### src/rtl/uart_tx_fifo_pkg.sv
// Shared UART definitions: parity modes, transmitter FSM encoding and parity helper.
// Pure declarations; no latency or backpressure of its own.
package uart_tx_fifo_pkg;

    localparam int PAR_NONE = 0;
    localparam int PAR_EVEN = 1;
    localparam int PAR_ODD  = 2;

    typedef enum logic [2:0] {
        ST_IDLE   = 3'd0,
        ST_START  = 3'd1,
        ST_DATA   = 3'd2,
        ST_PARITY = 3'd3,
        ST_STOP   = 3'd4
    } tx_state_t;

    function automatic logic calc_parity(input logic data_xor, input int mode);
        logic p;
        case (mode)
            PAR_EVEN: p = data_xor;
            PAR_ODD:  p = ~data_xor;
            default:  p = 1'b0;
        endcase
        return p;
    endfunction

endpackage

### src/rtl/uart_fifo.sv
// Synchronous DEPTH x WIDTH FIFO, combinational read of the head entry, level-derived full/empty.
// Push is dropped when full and pop is dropped when empty; simultaneous push/pop keeps the level.
module uart_fifo #(
    parameter int WIDTH = 8,
    parameter int DEPTH = 4
) (
    input  logic                     clk,
    input  logic                     rst_n,
    input  logic                     push,
    input  logic [WIDTH-1:0]         wdata,
    input  logic                     pop,
    output logic [WIDTH-1:0]         rdata,
    output logic                     full,
    output logic                     empty,
    output logic [$clog2(DEPTH):0]   level
);

    localparam int AW = $clog2(DEPTH);
    localparam int LW = AW + 1;

    logic [WIDTH-1:0] mem [DEPTH];
    logic [AW-1:0]    wr_ptr;
    logic [AW-1:0]    rd_ptr;
    logic             do_push;
    logic             do_pop;

    assign full    = (level == LW'(DEPTH));
    assign empty   = (level == '0);
    assign do_push = push && !full;
    assign do_pop  = pop && !empty;
    assign rdata   = mem[rd_ptr];

    always_ff @(posedge clk) begin
        if (!rst_n) begin
            wr_ptr <= '0;
            rd_ptr <= '0;
            level  <= '0;
        end else begin
            if (do_push) wr_ptr <= wr_ptr + AW'(1);
            if (do_pop)  rd_ptr <= rd_ptr + AW'(1);
            case ({do_push, do_pop})
                2'b10:   level <= level + LW'(1);
                2'b01:   level <= level - LW'(1);
                default: level <= level;
            endcase
        end
    end

    // Storage needs no reset: pointers and level define what is valid.
    always_ff @(posedge clk) begin
        if (do_push) mem[wr_ptr] <= wdata;
    end

endmodule

### src/rtl/uart_tx_fifo.sv
// UART transmitter fed by a FIFO; a byte pushed into an idle, empty FIFO starts its start bit one edge later.
// in_ready is !full; frames go out back-to-back while the FIFO holds data.
module uart_tx_fifo
    import uart_tx_fifo_pkg::*;
#(
    parameter int CLKS_PER_BIT = 1250,
    parameter int DATA_BITS    = 8,
    parameter int PARITY       = 0,
    parameter int STOP_BITS    = 1,
    parameter int DEPTH        = 4
) (
    input  logic                    hwclk,
    input  logic                    rst_n,
    input  logic [DATA_BITS-1:0]    in_data,
    input  logic                    in_valid,
    output logic                    in_ready,
    output logic                    tx,
    output logic                    busy,
    output logic                    tx_done,
    output logic [$clog2(DEPTH):0]  fifo_level
);

    localparam int  CW         = $clog2(CLKS_PER_BIT);
    localparam int  BW         = $clog2(DATA_BITS);
    localparam bit  HAS_PARITY = (PARITY != PAR_NONE);

    tx_state_t             state, state_n;
    logic [CW-1:0]         cnt, cnt_n;
    logic [BW-1:0]         bit_idx, bit_idx_n;
    logic [DATA_BITS-1:0]  shreg, shreg_n;
    logic                  par_bit, par_n;
    logic                  tx_n;
    logic                  pop;
    logic                  full;
    logic                  empty;
    logic                  bit_end;
    logic [DATA_BITS-1:0]  fifo_dout;

    uart_fifo #(
        .WIDTH (DATA_BITS),
        .DEPTH (DEPTH)
    ) u_fifo (
        .clk   (hwclk),
        .rst_n (rst_n),
        .push  (in_valid),
        .wdata (in_data),
        .pop   (pop),
        .rdata (fifo_dout),
        .full  (full),
        .empty (empty),
        .level (fifo_level)
    );

    assign in_ready = !full;
    assign busy     = (state != ST_IDLE);
    assign bit_end  = (cnt == CW'(CLKS_PER_BIT - 1));

    always_comb begin
        state_n   = state;
        cnt_n     = cnt + CW'(1);
        bit_idx_n = bit_idx;
        shreg_n   = shreg;
        par_n     = par_bit;
        pop       = 1'b0;
        tx_done   = 1'b0;
        tx_n      = 1'b1;

        case (state)
            ST_IDLE: begin
                cnt_n = '0;
                if (!empty) begin
                    pop     = 1'b1;
                    state_n = ST_START;
                end
            end
            ST_START: begin
                if (bit_end) begin
                    cnt_n   = '0;
                    state_n = ST_DATA;
                end
            end
            ST_DATA: begin
                if (bit_end) begin
                    cnt_n   = '0;
                    shreg_n = shreg >> 1;
                    if (bit_idx == BW'(DATA_BITS - 1)) begin
                        bit_idx_n = '0;
                        state_n   = HAS_PARITY ? ST_PARITY : ST_STOP;
                    end else begin
                        bit_idx_n = bit_idx + BW'(1);
                    end
                end
            end
            ST_PARITY: begin
                if (bit_end) begin
                    cnt_n   = '0;
                    state_n = ST_STOP;
                end
            end
            ST_STOP: begin
                // bit_idx is reused to count stop bits
                if (bit_end) begin
                    cnt_n = '0;
                    if (bit_idx == BW'(STOP_BITS - 1)) begin
                        tx_done   = 1'b1;
                        bit_idx_n = '0;
                        if (!empty) begin
                            pop     = 1'b1;
                            state_n = ST_START;
                        end else begin
                            state_n = ST_IDLE;
                        end
                    end else begin
                        bit_idx_n = bit_idx + BW'(1);
                    end
                end
            end
            default: begin
                state_n = ST_IDLE;
                cnt_n   = '0;
            end
        endcase

        if (pop) begin
            shreg_n = fifo_dout;
            par_n   = calc_parity(^fifo_dout, PARITY);
        end

        // The line level is registered from the next state so tx never glitches.
        case (state_n)
            ST_START:  tx_n = 1'b0;
            ST_DATA:   tx_n = shreg_n[0];
            ST_PARITY: tx_n = par_n;
            default:   tx_n = 1'b1;
        endcase
    end

    always_ff @(posedge hwclk) begin
        if (!rst_n) begin
            state   <= ST_IDLE;
            cnt     <= '0;
            bit_idx <= '0;
            shreg   <= '0;
            par_bit <= 1'b0;
            tx      <= 1'b1;
        end else begin
            state   <= state_n;
            cnt     <= cnt_n;
            bit_idx <= bit_idx_n;
            shreg   <= shreg_n;
            par_bit <= par_n;
            tx      <= tx_n;
        end
    end

endmodule

### config.mk
export PLATFORM = sky130hd
export DESIGN_NAME = uart_tx_fifo
export DESIGN_NICKNAME = d
export VERILOG_FILES = /design/src/rtl/uart_tx_fifo_pkg.sv /design/src/rtl/uart_fifo.sv /design/src/rtl/uart_tx_fifo.sv
export SDC_FILE = /design/constraint.sdc
export NUM_CORES = 1
export LEC_CHECK = 0
export CORE_ASPECT_RATIO = 1.2
export CORE_MARGIN = 2
export CORE_UTILIZATION = 40
export CTS_CLUSTER_DIAMETER = 40
export DETAILED_ROUTE_END_ITERATION = 10
export SLEW_MARGIN = 40
export SYNTH_ARGS = -nofsm -noshare
export SYNTH_HDL_FRONTEND = slang
export SYNTH_SLANG_ARGS = --single-unit
### constraint.sdc
create_clock -name hwclk -period 3.3 [get_ports hwclk]
set_input_delay 0.33 -clock hwclk [delete_from_list [all_inputs] [get_ports hwclk]]
set_output_delay 0.33 -clock hwclk [all_outputs]
set_load 0.03 [all_outputs]
==> flow_results.xml <==
<?xml version="1.0" encoding="UTF-8"?>
<metrics>
  <group name="cells_and_area">
    <metric name="fillerInstances" unit="">673</metric>
    <metric name="p_r_area_growth_vs_syn" unit="%">15.8</metric>
    <metric name="area.sequential" unit="sq mm">0.00168</metric>
    <metric name="drive_gt1_share" unit="%">13.6</metric>
    <metric name="finish.net_count" unit="">282</metric>
    <metric name="finish.instance_area" unit="sq mm">0.00341</metric>
    <metric name="stdcell_count" unit="">355</metric>
    <metric name="antennaDiodeCount" unit="">0</metric>
    <metric name="multiInputGateArea" unit="sq mm">0.00117</metric>
  </group>
  <group name="hold_path">
    <metric name="min_path_type" unit="">flop to flop</metric>
  </group>
  <group name="die">
    <metric name="site_row_count" unit="">34</metric>
    <metric name="floorplan.io_pins" unit="">18</metric>
    <metric name="floorplan.core_area" unit="sq mm">0.00719</metric>
    <metric name="die_y" unit="um">98.0</metric>
    <metric name="floorplan.die.width" unit="um">82.3</metric>
    <metric name="initial_core_util" unit="%">40.9</metric>
    <metric name="fp.dieArea" unit="sq mm">0.00806</metric>
  </group>
  <group name="logic_synthesis">
    <metric name="synth.ff_latch_count" unit="">68</metric>
    <metric name="synth-edff-count" unit="">32</metric>
    <metric name="yosysWarnings" unit="">0</metric>
    <metric name="synth_ff_type" unit="">dfxtp_1</metric>
    <metric name="ys_async_rst_share" unit="%">0</metric>
    <metric name="synth_area_leaders" unit="">edfxtp_1, dfxtp_1, mux4_2, ha_1, mux2i_1</metric>
    <metric name="yosys.area.top_type_share" unit="%">32.7</metric>
    <metric name="netlist_instances" unit="">240</metric>
    <metric name="part_of_the_yosys_area_used_for_sequential_elements" unit="%">57.1</metric>
    <metric name="post_synth_num_cell_types" unit="">44</metric>
    <metric name="synth_nets" unit="">262</metric>
    <metric name="synth.avg_cell_area" unit="sq um">12.3</metric>
    <metric name="synth.cell_area" unit="sq mm">0.00294</metric>
    <metric name="post_synth_top_area_cell" unit="">edfxtp_1</metric>
  </group>
  <group name="clock_network">
    <metric name="tritoncts_sink_count" unit="">68</metric>
    <metric name="clk_latency" unit="ns">0.34</metric>
    <metric name="clkSlewWorstSetupHoldPaths" unit="ns">0.08</metric>
    <metric name="cts_root_buffer" unit="">clkbuf_8</metric>
    <metric name="postCtsSetupRepairBufs" unit="">0</metric>
    <metric name="cts_tree" unit="">built</metric>
    <metric name="cts-buffers-inserted" unit="">9</metric>
    <metric name="hold_buffers" unit="">0</metric>
    <metric name="clock_tree.htree_level_count" unit="">3</metric>
    <metric name="cts_buffer_depth" unit="">2</metric>
    <metric name="postCtsResizedCells" unit="">0</metric>
  </group>
  <group name="grt">
    <metric name="grt-ovfl-total" unit="">0</metric>
    <metric name="grt_start_max_net_pins" unit="">27</metric>
    <metric name="grt_util_all_layers" unit="%">13.4</metric>
    <metric name="grt_pass1_vias" unit="">1760</metric>
    <metric name="first_pass_grt_wire_length" unit="um">8100</metric>
    <metric name="number_of_antenna_violations_at_the_first_check_in_global_routing" unit="">0</metric>
  </group>
  <group name="setup_path">
    <metric name="worst_setup_path_endpoint" unit="">u_fifo.level[2]</metric>
    <metric name="crit_start" unit="">bit_idx[1]</metric>
    <metric name="start_kind" unit="">flop</metric>
    <metric name="worst_r2r_startpoint" unit="">bit_idx[1]</metric>
    <metric name="r2r_setup_slack" unit="ns">0.56</metric>
    <metric name="crit_type" unit="">flop to flop</metric>
    <metric name="worst_r2r_endpoint" unit="">u_fifo.level[2]</metric>
    <metric name="timing.critical_path.to_type" unit="">flop</metric>
    <metric name="timing.critical_path.fanout_max" unit="">6</metric>
    <metric name="worst-r2r-cell-count" unit="">12</metric>
    <metric name="worstPathRequired" unit="ns">3.57</metric>
    <metric name="timing.critical_path.arrival" unit="ns">3.01</metric>
  </group>
  <group name="placed_design">
    <metric name="detailed_place_hpwl" unit="um">3330</metric>
    <metric name="placed_cells_incl_taps" unit="">339</metric>
    <metric name="placed_area" unit="sq mm">0.00320</metric>
    <metric name="gp_congestion" unit="">0.706</metric>
    <metric name="port_buffers" unit="">17</metric>
  </group>
  <group name="route">
    <metric name="drt-total-wl" unit="um">4830</metric>
    <metric name="drtPass1Iterations" unit="">5</metric>
    <metric name="route.detailed.drc" unit="">0</metric>
    <metric name="route.vias.total" unit="">1768</metric>
    <metric name="detailedRoute.firstIterationViolations" unit="">71</metric>
    <metric name="drtAntennaViolNets" unit="">0</metric>
    <metric name="wl_per_cell" unit="um">13.6</metric>
    <metric name="route.detailed.vias_per_inst" unit="">4.98</metric>
  </group>
  <group name="sta">
    <metric name="worstMarginPinSlew" unit="ns">0.557</metric>
    <metric name="final.period_utilization" unit="%">83.2</metric>
    <metric name="timing.slew.headroom" unit="%">62.8</metric>
    <metric name="timing.final.max_slew_violations" unit="">0</metric>
    <metric name="period_minus_slack" unit="ns">2.74</metric>
    <metric name="fin_worst_skew" unit="ns">0.00853</metric>
    <metric name="setup_tns_after_final_layout" unit="ns">0</metric>
    <metric name="rsz0062_at_grt" unit="">false</metric>
    <metric name="timing_hold_violations_final" unit="">0</metric>
    <metric name="setup_violations" unit="">0</metric>
    <metric name="max_freq" unit="GHz">0.364</metric>
    <metric name="finalHoldWorstSlack" unit="ns">0.483</metric>
  </group>
  <group name="power">
    <metric name="internal_power" unit="mW">1.64</metric>
    <metric name="power_frac_seq" unit="%">47.0</metric>
    <metric name="power.share.switching" unit="%">30.8</metric>
    <metric name="p_leak" unit="nW">1.25</metric>
    <metric name="ir_drop" unit="V">0.000333</metric>
    <metric name="p_sw" unit="uW">727</metric>
    <metric name="power_per_cell_area" unit="mW/mm^2">694</metric>
    <metric name="comb_power_share" unit="%">23.4</metric>
    <metric name="clockPowerShare" unit="%">29.6</metric>
  </group>
  <group name="run">
    <metric name="number_of_maximum_capacitance_violations" unit="">0</metric>
  </group>
  <group name="run_status">
    <metric name="run_status" unit="">finished, final reports clean</metric>
  </group>
</metrics>
[per-layer routing]
metal | GRT usage (%) | up-vias | routed length [um]
met2 | 22.1 | 15 | 2470
met1 | 16.3 | 843 | 2190
met3 | 3.05 | 4 | 120
met5 | 0 | - | 0
met4 | 6.15 | 0 | 46
li1 | - | 906 | -
[cells by family (layout without fill, tap and decap cells)]
group | after synthesis | count (layout) | synth area share, %
flops | 68 | 68 | 57.1
simple gates | 70 | 70 | 13.9
mux | 17 | 17 | 9.18
buf+inv | 24 | 49 | 3.10
xor+xnor | 14 | 14 | 4.17
compound gates | 36 | 36 | 7.53
fa+ha+maj | 11 | 11 | 4.93
[critical path, cell delays in order, from the launching register on]
cell and delay [ns]:
dfxtp_1 0.32, inv_1 0.07, ha_1 0.14, nand2b_1 0.12
a2111oi_0 0.50, o21ai_2 0.12, inv_1 0.17, ha_1 0.20
inv_1 0.06, fa_1 0.37, xor2_1 0.16, or3_1 0.30
a21boi_0 0.15
[power groups by stage]
| stage | logic, mW | registers (mW) | clock network [mW] |
|---|---|---|---|
| 3_3_place_gp | 0.555 | 1.13 | 0 |
| 5_1_grt | 0.625 | 1.14 | 0.757 |
| 3_5_place_dp | 0.561 | 1.13 | 0 |
| 2_1_floorplan | 0.392 | 1.12 | 0 |
| 4_1_cts | 0.565 | 1.11 | 0.719 |
| 6_report | 0.554 | 1.11 | 0.700 |
[Yosys cell counts, types with 2 or more instances]
cell / number
or3_1: 2
mux4_2: 8
nor3_1: 2
clkbuf_1: 8
ha_1: 10
o21ai_0: 13
nor2_1: 13
a21boi_1: 2
inv_1: 14
and3_1: 7
and3_2: 2
a21boi_0: 5
nand3_1: 6
xor2_1: 5
nand2_1: 13
xnor2_1: 9
edfxtp_1: 32
mux2i_1: 9
and2_1: 9
nand4_1: 3
o211ai_1: 2
dfxtp_1: 36
a21oi_1: 9
[flip-flops by register name, indices dropped and copies added (netlist names), named ones only]
name and cells:
u_fifo.wr_ptr 2, par_bit 1, u_fifo.level 3, cnt 11, bit_idx 3, shreg 8, u_fifo.rd_ptr 2, u_fifo.mem 32
tx 1, state 3
[layout by cell type (no fill, tap or decap), types with 3 or more instances in the layout]
cell	synthesis	layout
inv_6	0	3
nand4_1	3	3
nand3_1	6	6
a21boi_0	5	5
a21oi_1	9	9
and2_1	9	9
dfxtp_1	36	36
inv_1	14	14
mux4_2	8	8
nand2_1	13	13
edfxtp_1	32	32
clkbuf_8	0	9
ha_1	10	10
xor2_1	5	5
nor2_1	13	13
mux2i_1	9	9
xnor2_1	9	9
o21ai_0	13	13
and3_1	7	7
clkdlybuf4s50_1	0	17
[per-stage QoR]
stage / total power, mW / setup WS (ns) / utilization (%)
3_3_place_gp: 1.69 / 0.600 / 44.5
4_1_cts: 2.40 / 0.531 / 47.4
6_report: 2.36 / 0.556 / 47.4
5_1_grt: 2.52 / 0.294 / 47.4
2_1_floorplan: 1.52 / 0.625 / -
3_5_place_dp: 1.69 / 0.541 / 44.5
[worst min-delay path by stage]
stage / startpoint / end / depth (start not counted)
finish: bit_idx[2] / bit_idx[2] / 2
global placement: bit_idx[2] / bit_idx[2] / 2
CTS: bit_idx[2] / bit_idx[2] / 2
detailed placement: cnt[0] / cnt[0] / 1
floorplan: in_data[0] / u_fifo.mem[0][0] / 0
global route: bit_idx[2] / bit_idx[2] / 2
[area by class of cell]
type	instances	share of cell area (%)
multi-input combinational	148	34.3
sequential	68	49.4
inverter	14	1.54
tap	90	3.31
timing repair buffer	19	5.44
clock buffer	9	3.64
clock inverter	7	2.39
Power figures use the tool's default switching activity.
